### config.mk
export PLATFORM = sky130hd
export DESIGN_NAME = stack_sequencer_flat
export DESIGN_NICKNAME = d
export VERILOG_FILES = /design/src/rtl/stack_pkg.sv /design/src/rtl/stack_sequencer_if.sv /design/src/rtl/stack_decoder.sv /design/src/rtl/stack_sequencer.sv /design/src/flat_wrapper.sv
export SDC_FILE = /design/constraint.sdc
export NUM_CORES = 1
export LEC_CHECK = 0
export ABC_CLOCK_PERIOD_IN_PS = 5450
export CAP_MARGIN = 10
export CORE_AREA = 2 2 79 81
export DETAILED_ROUTE_END_ITERATION = 10
export DIE_AREA = 0 0 81 83
export PLACE_DENSITY = 0.86
export SLEW_MARGIN = 20
export SYNTH_ARGS = -nofsm -noshare
export SYNTH_HDL_FRONTEND = slang
export SYNTH_SLANG_ARGS = --single-unit
### constraint.sdc
create_clock -name clk -period 5.45 [get_ports clk]
set_clock_uncertainty 0.1 [all_clocks]
set_input_delay 1.09 -clock clk [delete_from_list [all_inputs] [get_ports clk]]
set_output_delay 1.09 -clock clk [all_outputs]
set_load 0.03 [all_outputs]
### src/rtl/stack_pkg.sv
// Shared definitions for the stack-machine instruction sequencer:
// opcodes, FSM states, decoded-instruction record, DSOP bit positions, fault codes.
package stack_pkg;

    localparam logic [3:0] OP_NOP  = 4'h0;
    localparam logic [3:0] OP_LIT  = 4'h1;
    localparam logic [3:0] OP_DROP = 4'h2;
    localparam logic [3:0] OP_DUP  = 4'h3;
    localparam logic [3:0] OP_ALU  = 4'h4;
    localparam logic [3:0] OP_JMP  = 4'h5;
    localparam logic [3:0] OP_JZ   = 4'h6;
    localparam logic [3:0] OP_HALT = 4'h7;

    localparam int DSOP_POP   = 3;
    localparam int DSOP_PUSH  = 2;
    localparam int DSOP_WRITE = 1;
    localparam int DSOP_READ  = 0;

    typedef enum logic [2:0] {
        S_IDLE,
        S_FETCH,
        S_EXEC,
        S_ALU_POP,
        S_ALU_WR,
        S_HALT
    } state_e;

    typedef enum logic [3:0] {
        CL_NOP,
        CL_LIT,
        CL_DROP,
        CL_DUP,
        CL_ALU,
        CL_JMP,
        CL_JZ,
        CL_HALT,
        CL_ILLEGAL
    } op_class_e;

    typedef enum logic [1:0] {
        FAULT_NONE      = 2'b00,
        FAULT_UNDERFLOW = 2'b01,
        FAULT_OVERFLOW  = 2'b10,
        FAULT_ILLEGAL   = 2'b11
    } fault_e;

    typedef struct packed {
        op_class_e   cls;
        logic [2:0]  aluop;
        logic [1:0]  needs_depth;
        logic        pushes;
        logic [11:0] imm;
    } decode_t;

endpackage

### src/rtl/stack_sequencer_if.sv
// Instruction-memory fetch port: request/address out, one-cycle valid/data back.
interface stack_sequencer_if;
    logic        imem_req;
    logic [11:0] imem_addr;
    logic        imem_valid;
    logic [15:0] imem_rdata;

    modport master (output imem_req, imem_addr, input imem_valid, imem_rdata);
    modport slave  (input imem_req, imem_addr, output imem_valid, imem_rdata);
endinterface

### src/rtl/stack_decoder.sv
// Combinational instruction decode; also reused by the return-stack controller.
module stack_decoder
    import stack_pkg::*;
(
    input  logic [15:0] ir,
    output decode_t     dec
);

    // NOTE: every field gets a default before the case so no path can infer a latch.
    always_comb begin
        dec.cls         = CL_ILLEGAL;
        dec.aluop       = 3'd0;
        dec.needs_depth = 2'd0;
        dec.pushes      = 1'b0;
        dec.imm         = ir[11:0];
        case (ir[15:12])
            OP_NOP:  dec.cls = CL_NOP;
            OP_LIT: begin
                dec.cls    = CL_LIT;
                dec.pushes = 1'b1;
            end
            OP_DROP: begin
                dec.cls         = CL_DROP;
                dec.needs_depth = 2'd1;
            end
            OP_DUP: begin
                dec.cls         = CL_DUP;
                dec.needs_depth = 2'd1;
                dec.pushes      = 1'b1;
            end
            OP_ALU: begin
                dec.cls         = CL_ALU;
                dec.needs_depth = 2'd2;
                dec.aluop       = ir[2:0];
            end
            OP_JMP:  dec.cls = CL_JMP;
            OP_JZ: begin
                dec.cls         = CL_JZ;
                dec.needs_depth = 2'd1;
            end
            OP_HALT: dec.cls = CL_HALT;
            default: ;
        endcase
    end

endmodule

### src/rtl/stack_sequencer.sv
// Fetch/execute sequencer driving the data-stack and data-processor controls,
// with underflow/overflow/illegal-opcode guards that stop execution in HALT.
module stack_sequencer
    import stack_pkg::*;
#(
    parameter logic [11:0] START_ADDR = 12'h000,
    parameter int          DS_DEPTH   = 128
) (
    input  logic               clk,
    input  logic               async_reset,
    input  logic               start,
    stack_sequencer_if.master  imem,
    input  logic [15:0]        sr0_in,
    input  logic [7:0]         ds_size,
    input  logic [15:0]        alu_out,
    output logic [3:0]         DSOP,
    output logic [15:0]        ds_data,
    output logic [2:0]         ALUOP,
    output logic               busy,
    output logic               halted,
    output logic [1:0]         fault
);

    localparam logic [7:0] DEPTH_FULL = 8'(DS_DEPTH);

    state_e      state, state_n;
    logic [11:0] pc, pc_n;
    logic [15:0] ir, ir_n;
    logic [15:0] res, res_n;
    fault_e      fault_q, fault_n;
    decode_t     dec;

    stack_decoder u_decoder (
        .ir  (ir),
        .dec (dec)
    );

    // Reset is synchronous: the name is historical, not a description.
    // NOTE: state registers use non-blocking assignment so every flop samples pre-edge values.
    always_ff @(posedge clk) begin
        if (async_reset) begin
            state   <= S_IDLE;
            pc      <= START_ADDR;
            ir      <= 16'd0;
            res     <= 16'd0;
            fault_q <= FAULT_NONE;
        end else begin
            state   <= state_n;
            pc      <= pc_n;
            ir      <= ir_n;
            res     <= res_n;
            fault_q <= fault_n;
        end
    end

    always_comb begin
        state_n        = state;
        pc_n           = pc;
        ir_n           = ir;
        res_n          = res;
        fault_n        = fault_q;
        DSOP           = 4'b0000;
        ds_data        = 16'd0;
        ALUOP          = 3'd0;
        imem.imem_req  = 1'b0;
        imem.imem_addr = 12'd0;
        case (state)
            S_IDLE, S_HALT: begin
                if (start) begin
                    state_n = S_FETCH;
                    pc_n    = START_ADDR;
                    fault_n = FAULT_NONE;
                end
            end
            S_FETCH: begin
                imem.imem_req  = 1'b1;
                imem.imem_addr = pc;
                if (imem.imem_valid) begin
                    ir_n    = imem.imem_rdata;
                    pc_n    = pc + 12'd1;
                    state_n = S_EXEC;
                end
            end
            S_EXEC: begin
                state_n = S_FETCH;
                // Guards take priority: a faulting instruction issues no stack op at all.
                if (dec.cls == CL_ILLEGAL) begin
                    fault_n = FAULT_ILLEGAL;
                    state_n = S_HALT;
                end else if (ds_size < {6'd0, dec.needs_depth}) begin
                    fault_n = FAULT_UNDERFLOW;
                    state_n = S_HALT;
                end else if (dec.pushes && ds_size >= DEPTH_FULL) begin
                    fault_n = FAULT_OVERFLOW;
                    state_n = S_HALT;
                end else begin
                    case (dec.cls)
                        CL_LIT: begin
                            DSOP[DSOP_PUSH] = 1'b1;
                            ds_data         = {4'd0, dec.imm};
                        end
                        CL_DUP: begin
                            DSOP[DSOP_PUSH] = 1'b1;
                            ds_data         = sr0_in;
                        end
                        CL_DROP: DSOP[DSOP_POP] = 1'b1;
                        CL_JZ: begin
                            DSOP[DSOP_POP] = 1'b1;
                            if (sr0_in == 16'd0) pc_n = dec.imm;
                        end
                        CL_JMP: pc_n = dec.imm;
                        CL_ALU: begin
                            ALUOP   = dec.aluop;
                            res_n   = alu_out;
                            state_n = S_ALU_POP;
                        end
                        CL_HALT: state_n = S_HALT;
                        default: ;
                    endcase
                end
            end
            S_ALU_POP: begin
                DSOP[DSOP_POP] = 1'b1;
                state_n        = S_ALU_WR;
            end
            S_ALU_WR: begin
                DSOP[DSOP_WRITE] = 1'b1;
                ds_data          = res;
                state_n          = S_FETCH;
            end
            default: state_n = S_IDLE;
        endcase
    end

    assign busy   = (state != S_IDLE) && (state != S_HALT);
    assign halted = (state == S_HALT);
    assign fault  = fault_q;

endmodule

### src/flat_wrapper.sv
// flat-port wrapper written by rule: the top's interface ports become plain ports
module stack_sequencer_flat import stack_pkg::*;
#(
    parameter logic [11:0] START_ADDR = 12'h000,
    parameter int          DS_DEPTH   = 128
)
  (clk, async_reset, start, sr0_in, ds_size, alu_out, DSOP, ds_data, ALUOP, busy, halted, fault, imem_imem_req, imem_imem_addr, imem_imem_valid, imem_imem_rdata);
  stack_sequencer_if imem_i ();
  input  logic clk;
  input  logic async_reset;
  input  logic start;
  input  logic [15:0] sr0_in;
  input  logic [7:0] ds_size;
  input  logic [15:0] alu_out;
  output logic [3:0] DSOP;
  output logic [15:0] ds_data;
  output logic [2:0] ALUOP;
  output logic busy;
  output logic halted;
  output logic [1:0] fault;
  output wire logic [$bits(imem_i.imem_req)-1:0] imem_imem_req;
  output wire logic [$bits(imem_i.imem_addr)-1:0] imem_imem_addr;
  input wire logic [$bits(imem_i.imem_valid)-1:0] imem_imem_valid;
  input wire logic [$bits(imem_i.imem_rdata)-1:0] imem_imem_rdata;
  assign imem_imem_req = imem_i.imem_req;
  assign imem_imem_addr = imem_i.imem_addr;
  assign imem_i.imem_valid = imem_imem_valid;
  assign imem_i.imem_rdata = imem_imem_rdata;
  stack_sequencer #(.START_ADDR(START_ADDR), .DS_DEPTH(DS_DEPTH)) u_core (.clk(clk), .async_reset(async_reset), .start(start), .imem(imem_i), .sr0_in(sr0_in), .ds_size(ds_size), .alu_out(alu_out), .DSOP(DSOP), .ds_data(ds_data), .ALUOP(ALUOP), .busy(busy), .halted(halted), .fault(fault));
endmodule
==> impl_metrics.csv, run 1 <==
group,metric,value,unit
clock_tree,ctsResizeCount,0,
synthesis,seq_area_frac_synth,35.33,%
floorplan,die_area,0.006723,sq mm
placed_design,placed_cells,505,
synthesis,synth_edf_count,0,
grt,grt.busiest_layer,"met2",
final_layout,nFillCells,519,
grt,grt_pass1_wl,13.35,mm
critical_path,ff2ff_setup_slack,2.38,ns
power,vdd_drop_max,0.0001304,V
floorplan,start_util,47.74,%
critical_path,r2r-end,"u_core.res[7]$_SDFFE_PP0P_",
critical_path,crit_end,"ds_data[12]",
timing,tightest_slew,0.9735,ns
clock_tree,root_buffer,"clkbuf_8",
synthesis,async_reset_ff_share,0,%
drt,vias_per_cell,5.523,
clock_tree,postCtsHoldBufs,0,
grt,grt_pass1_vias,2757,
timing,tns,0,ns
synthesis,synth_flop_cell,"dfxtp_1",
timing,period_share,85.60,%
drt,drc,0,
final_layout,drive_gt1_share,6.636,%
floorplan,core_region_area,0.005816,sq mm
floorplan,dieWidth,81,um
critical_path,path_max_fanout,6,
final_layout,regArea,980.9,sq um
clock_tree,cts_setup_buffers,0,
synthesis,ys_seq_elements,49,
synthesis,syn_area,0.002776,sq mm
synthesis,synth_area_per_cell,7.888,sq um
power,pwr_density_cell,195.2,mW/mm^2
grt,grt_max_degree,50,
clock_tree,insertion_delay,0.30,ns
placed_design,dpl.hpwl,6.032,mm
min_path,hold_class,"register to register",
power,total_power,0.7480,mW
drt,routedWlPerCell,16.07,um
clock_tree,numCtsBuffers,5,
drt,final_antenna_net_count,0,
grt,use_met3,4.239,%
final_layout,syn_to_final_growth,37.99,%
critical_path,path_class,"input port to primary output",
timing,slew_headroom,34.98,%
flow_run,maxCapViolCount,0,
critical_path,cp.arrival,3.48,ns
placed_design,port_buffers,98,
clock_tree,tritoncts,"yes",
critical_path,crit_required,4.26,ns
clock_tree,clk_path_buf_depth,2,
timing,period_needed,4.665,ns
drt,drtIter0Drc,198,
drt,dr.pass1.iters,5,
grt,use_met2,40.27,%
final_layout,layout.cells.non_filler,512,
critical_path,start_kind,"input port",
grt,grtUsageMet1,33.00,%
grt,antenna_found_initial,0,
critical_path,setup.worst_path.start,"ds_size[1]",
final_layout,final_nets,499,
floorplan,row_count,28,
grt,overflow,0,
synthesis,synth_cell_types,49,
clock_tree,clk_pin_slew,0.08,ns
timing,rsz0062_at_grt,"no",
power,leakage,1.437,nW
synthesis,yosys_warnings,0,
critical_path,reg2reg_depth,9,
drt,wl,8.226,mm
clock_tree,clkSinkCount,49,
timing,setup_viol,0,
final_layout,multi_input_area,0.001650,sq mm
floorplan,die_h,83,um
grt,grt_use_total,24.87,%
synthesis,syn_nets,414,
timing,max_freq,214.4,MHz
clock_tree,h-tree-depth,2,
critical_path,cp-end-kind,"primary output",
timing,slew_viol_final,0,
floorplan,io_pins,100,
critical_path,timing.rr.start,"u_core.ir[13]$_SDFFE_PP0P_",
drt,vias,2828,
synthesis,netlist_instances,352,
status,outcome,"complete, no violations",
final_layout,diodes,0,
placed_design,finalWeightedCongestion,0.8789,
timing,hold_viol,0,
## worst min-delay path by stage
| stage | cells after the start | slack [ns] | startpoint | to |
|---|---|---|---|---|
| after global routing | 2 | 0.39 | u_core.fault[1]$_SDFFE_PP0P_ | u_core.fault[1]$_SDFFE_PP0P_ |
| after detailed placement | 2 | 0.36 | u_core.fault[1]$_SDFFE_PP0P_ | u_core.fault[1]$_SDFFE_PP0P_ |
| after global placement | 2 | 0.34 | u_core.fault[1]$_SDFFE_PP0P_ | u_core.fault[1]$_SDFFE_PP0P_ |
| final | 2 | 0.37 | u_core.fault[1]$_SDFFE_PP0P_ | u_core.fault[1]$_SDFFE_PP0P_ |
| after floorplan | 2 | 0.34 | u_core.ir[9]$_SDFFE_PP0P_ | u_core.ir[9]$_SDFFE_PP0P_ |
| after CTS | 2 | 0.37 | u_core.fault[1]$_SDFFE_PP0P_ | u_core.fault[1]$_SDFFE_PP0P_ |
## sequential cells by signal, indices dropped and copies added, names as in the netlist
register and flops:
u_core.fault 2, u_core.ir 16, u_core.pc 12, u_core.res 16
u_core.state 3
## report_power, final
part / switching [mW] / total [mW] / internal (mW)
Clock: 0.118 / 0.207 / 0.0891
Combinational: 0.0741 / 0.151 / 0.0766
Sequential: 0.0198 / 0.390 / 0.370
## per-layer routing
layer	part of all wire, %	wire length, um
met3	8.5	696
met1	41	3386
met5	0	0
met4	1.4	118
met2	49	4025
## cells in the mapped netlist (4+ instances only)
library cell,instances,area share [%]
o21ai_0,18,3.2
buf_2,6,1.1
nand2_1,55,7.4
a21oi_1,28,5.0
nand3_1,8,1.4
nor4_1,5,1.1
nor2_1,47,6.4
mux2i_1,28,10
nor3_1,7,1.3
clkbuf_1,11,1.5
and2_1,13,2.9
xnor2_1,6,1.9
a32o_1,4,1.4
nor3_2,4,1.4
inv_1,7,0.95
nand2b_1,4,0.90
dfxtp_1,49,35
a221oi_2,6,3.2
## cells by family (layout without fill, tap and decap cells)
kind of cell | Yosys count | in the layout | share of synthesized area [%]
AOI/OAI and AO/OA | 73 | 73 | 17.80
xor gates and xnor gates | 7 | 7 | 2.208
adders and majority gates | 2 | 2 | 0.9012
buffers and inverters | 30 | 115 | 5.408
DFF | 49 | 49 | 35.33
muxes | 29 | 29 | 10.50
other | 1 | 1 | 0.1351
and+or+nand+nor | 161 | 161 | 27.72
## placed cells by master, fill, tap and decap left out, types with 4 or more instances in the layout
cell,synthesis,final
nand3_1,8,8
xnor2_1,6,6
o21ai_0,18,18
clkbuf_8,0,5
mux2i_1,28,28
inv_1,7,7
nor4_1,5,5
a32o_1,4,4
nor3_1,7,7
nor2_1,47,45
nand2_1,55,55
nor3_2,4,4
and2_1,13,13
clkdlybuf4s50_1,0,97
a221oi_2,6,6
dfxtp_1,49,49
a21oi_1,28,28
nand2b_1,4,4
## final cells by class
type                    instances  area share, %
multi-input cells             273          43.08
inverters                       7         0.6858
repair buffers                101          26.06
well taps                      75          2.449
flip-flops and latches         49          25.60
clock inverters                 1         0.2286
clock buffers                   6          1.894
## critical path, stage by stage
cell and delay, ns:
clkdlybuf4s50_1 0.40, ha_1 0.19, nor4_1 0.17, nand2_1 0.14, o21ai_2 0.30, nor2_1 0.08
nand3_1 0.11, inv_1 0.11, a32o_1 0.29, clkdlybuf4s50_1 0.59
## stage by stage
stage / instance area (sq um) / hold slack (ns) / setup slack [ns] / utilization (%)
floorplan: 2776 / 0.3438 / 1.535 / -
global placement: 3745 / 0.3389 / 0.8554 / 64.39
detailed placement: 3745 / 0.3555 / 0.7955 / 64.39
CTS: 3826 / 0.3651 / 0.7911 / 65.79
global route: 3831 / 0.3928 / 0.6210 / 65.88
finish: 3831 / 0.3664 / 0.7847 / 65.88
(Power assumes the default switching activity.)
==> inputs of run 2 (changes only) <==
Settings changed: ABC_CLOCK_PERIOD_IN_PS 5450 to 5250, CORE_AREA 2 2 79 81 to 2 2 75 77, DIE_AREA 0 0 81 83 to 0 0 77 79, DONT_BUFFER_PORTS from default to 1, GPL_TIMING_DRIVEN from default to 0, PLACE_DENSITY 0.86 to 0.7.
Clock period 5.45 ns to 5.25 ns, I/O delays scaled along.
==> run 2 against run 1 <==
Sequential power up 2%; setup slack better by 0.025 ns; cell area down 23%; final cell count down 16%; global-route usage down 0.39 points; core utilization down 11 points; hold slack better by 0.011 ns; flip-flop and latch count unchanged; routed wire length down 10%.
==> impl_metrics.csv, run 2 (synthesis results as in run 1) <==
group,metric,value,unit
status,outcome,"complete, no violations",
clock_tree,clk_pin_slew,0.09,ns
final_layout,syn_to_final_growth,6.354,%
timing,rsz0062_at_grt,"no",
final_layout,diodes,0,
floorplan,die_area,0.006083,sq mm
power,pwr_density_cell,249.9,mW/mm^2
floorplan,start_util,52.02,%
floorplan,core_region_area,0.005338,sq mm
floorplan,io_pins,100,
floorplan,dieWidth,77,um
clock_tree,numCtsBuffers,5,
power,leakage,1.132,nW
timing,tightest_slew,0.9905,ns
clock_tree,h-tree-depth,2,
drt,vias,2536,
clock_tree,clk_path_buf_depth,2,
critical_path,cp-end-kind,"primary output",
critical_path,timing.rr.start,"u_core.ir[15]$_SDFFE_PP0P_",
critical_path,cp.arrival,3.29,ns
critical_path,crit_slowest_cell,"o21ai_0",
final_layout,utilization,55.32,%
floorplan,row_count,27,
critical_path,critPathMaxStageDelay,0.83,ns
drt,wl,7.395,mm
clock_tree,tritoncts,"yes",
final_layout,final_nets,421,
timing,tns,0,ns
grt,antenna_found_initial,0,
placed_design,dpl.hpwl,5.717,mm
clock_tree,clkSinkCount,49,
critical_path,ff2ff_setup_slack,2.48,ns
final_layout,drive_gt1_share,9.722,%
timing,slew_viol_final,0,
grt,grt_pass1_wl,11.99,mm
grt,grt_pass1_vias,2382,
timing,hold_viol,0,
flow_run,maxCapViolCount,0,
final_layout,reg_top3,"u_core.ir x16, u_core.res x16, u_core.pc x12",
timing,setup_viol,0,
timing,period_needed,4.440,ns
final_layout,layout_commonest_cell,"nand2_1",
clock_tree,postCtsHoldBufs,0,
critical_path,start_kind,"register",
final_layout,final_cell_mix,"nand2_1 (55), dfxtp_1 (49), nor2_1 (47)",
final_layout,regArea,980.9,sq um
floorplan,die_h,79,um
critical_path,path_max_fanout,10,
final_layout,multi_input_area,0.001645,sq mm
grt,overflow,0,
critical_path,worstPathCellList,"nand2b_1 > or3_1 > ha_1 > o31a_1 > o21ai_2 > nor2_1 > nand3_1 > clkbuf_1 > o21ai_0",
drt,vias_per_cell,5.870,
timing,slew_headroom,33.27,%
drt,dr.pass1.iters,4,
final_layout,nFillCells,556,
min_path,hold_class,"register to register",
min_path,min_path_cells,2,
drt,drtIter0Drc,252,
grt,grt_use_total,24.48,%
min_path,min_to,"u_core.ir[2]$_SDFFE_PP0P_",
critical_path,crit_required,4.10,ns
clock_tree,root_buffer,"clkbuf_8",
drt,drc,0,
critical_path,path_class,"register to primary output",
timing,max_freq,225.2,MHz
drt,final_antenna_net_count,0,
clock_tree,ctsResizeCount,0,
critical_path,reg2reg_depth,10,
placed_design,finalWeightedCongestion,0.8257,
min_path,hold_start,"u_core.ir[2]$_SDFFE_PP0P_",
drt,routedWlPerCell,17.12,um
timing,period_share,84.58,%
grt,grt_max_degree,16,
clock_tree,insertion_delay,0.31,ns
power,vdd_drop_max,0.0001293,V
clock_tree,cts_setup_buffers,0,
placed_design,port_buffers,0,
critical_path,r2r-end,"u_core.res[15]$_SDFFE_PP0P_",
-- run 2: critical path, delay by kind of cell (launching register included) --
| kind | cells | cell delay (ns) |
|---|---|---|
| flops | 1 | 0.39 |
| fa+ha+maj | 1 | 0.28 |
| compound gates | 3 | 1.13 |
| simple gates | 4 | 0.91 |
| buf+inv | 1 | 0.27 |
-- run 2: worst max-delay path by stage --
stage | end | cells after the start | startpoint
finish | ds_data[0] | 9 | u_core.ir[15]$_SDFFE_PP0P_
global route | ds_data[0] | 9 | u_core.ir[15]$_SDFFE_PP0P_
CTS | ds_data[0] | 9 | u_core.ir[15]$_SDFFE_PP0P_
detailed placement | ds_data[0] | 7 | ds_size[1]
global placement | ds_data[2] | 7 | ds_size[1]
floorplan | ds_data[0] | 7 | ds_size[1]
-- run 2: power by group --
part,switching (mW),total [mW],internal [mW]
registers,0.0150,0.399,0.384
clock network,0.131,0.226,0.0952
logic,0.0709,0.113,0.0419
total,0.216,0.738,0.521
-- run 2: per-stage QoR --
stage / setup slack [ns] / cell area [sq um] / total power [mW] / instances / hold WS [ns]
after floorplan: 1.415 / 2776 / 0.4970 / 352 / 0.3438
after global placement: 1.088 / 2867 / 0.5186 / 424 / 0.3683
after detailed placement: 1.081 / 2867 / 0.5210 / 424 / 0.3635
after CTS: 0.8389 / 2953 / 0.7438 / 432 / 0.3769
after global routing: 0.6555 / 2953 / 0.7703 / 432 / 0.3964
final: 0.8096 / 2953 / 0.7378 / 432 / 0.3773
-- run 2: area by class of cell --
class | count | share of cell area, %
multi-input combinational | 273 | 55.72
sequential | 49 | 33.22
buffer | 23 | 4.195
tap | 72 | 3.051
clock buffer | 6 | 2.458
inverter | 7 | 0.8898
clock inverter | 2 | 0.4661
-- run 2: layer usage --
metal	vias to the layer above	part of all wire [%]	wire length, um	GRT usage, %
li1	1230	-	-	-
met1	1192	42	3107	32.15
met2	104	50	3661	39.91
met3	10	7.2	533	6.932
met4	0	1.3	93	6.250
met5	-	0	0	0
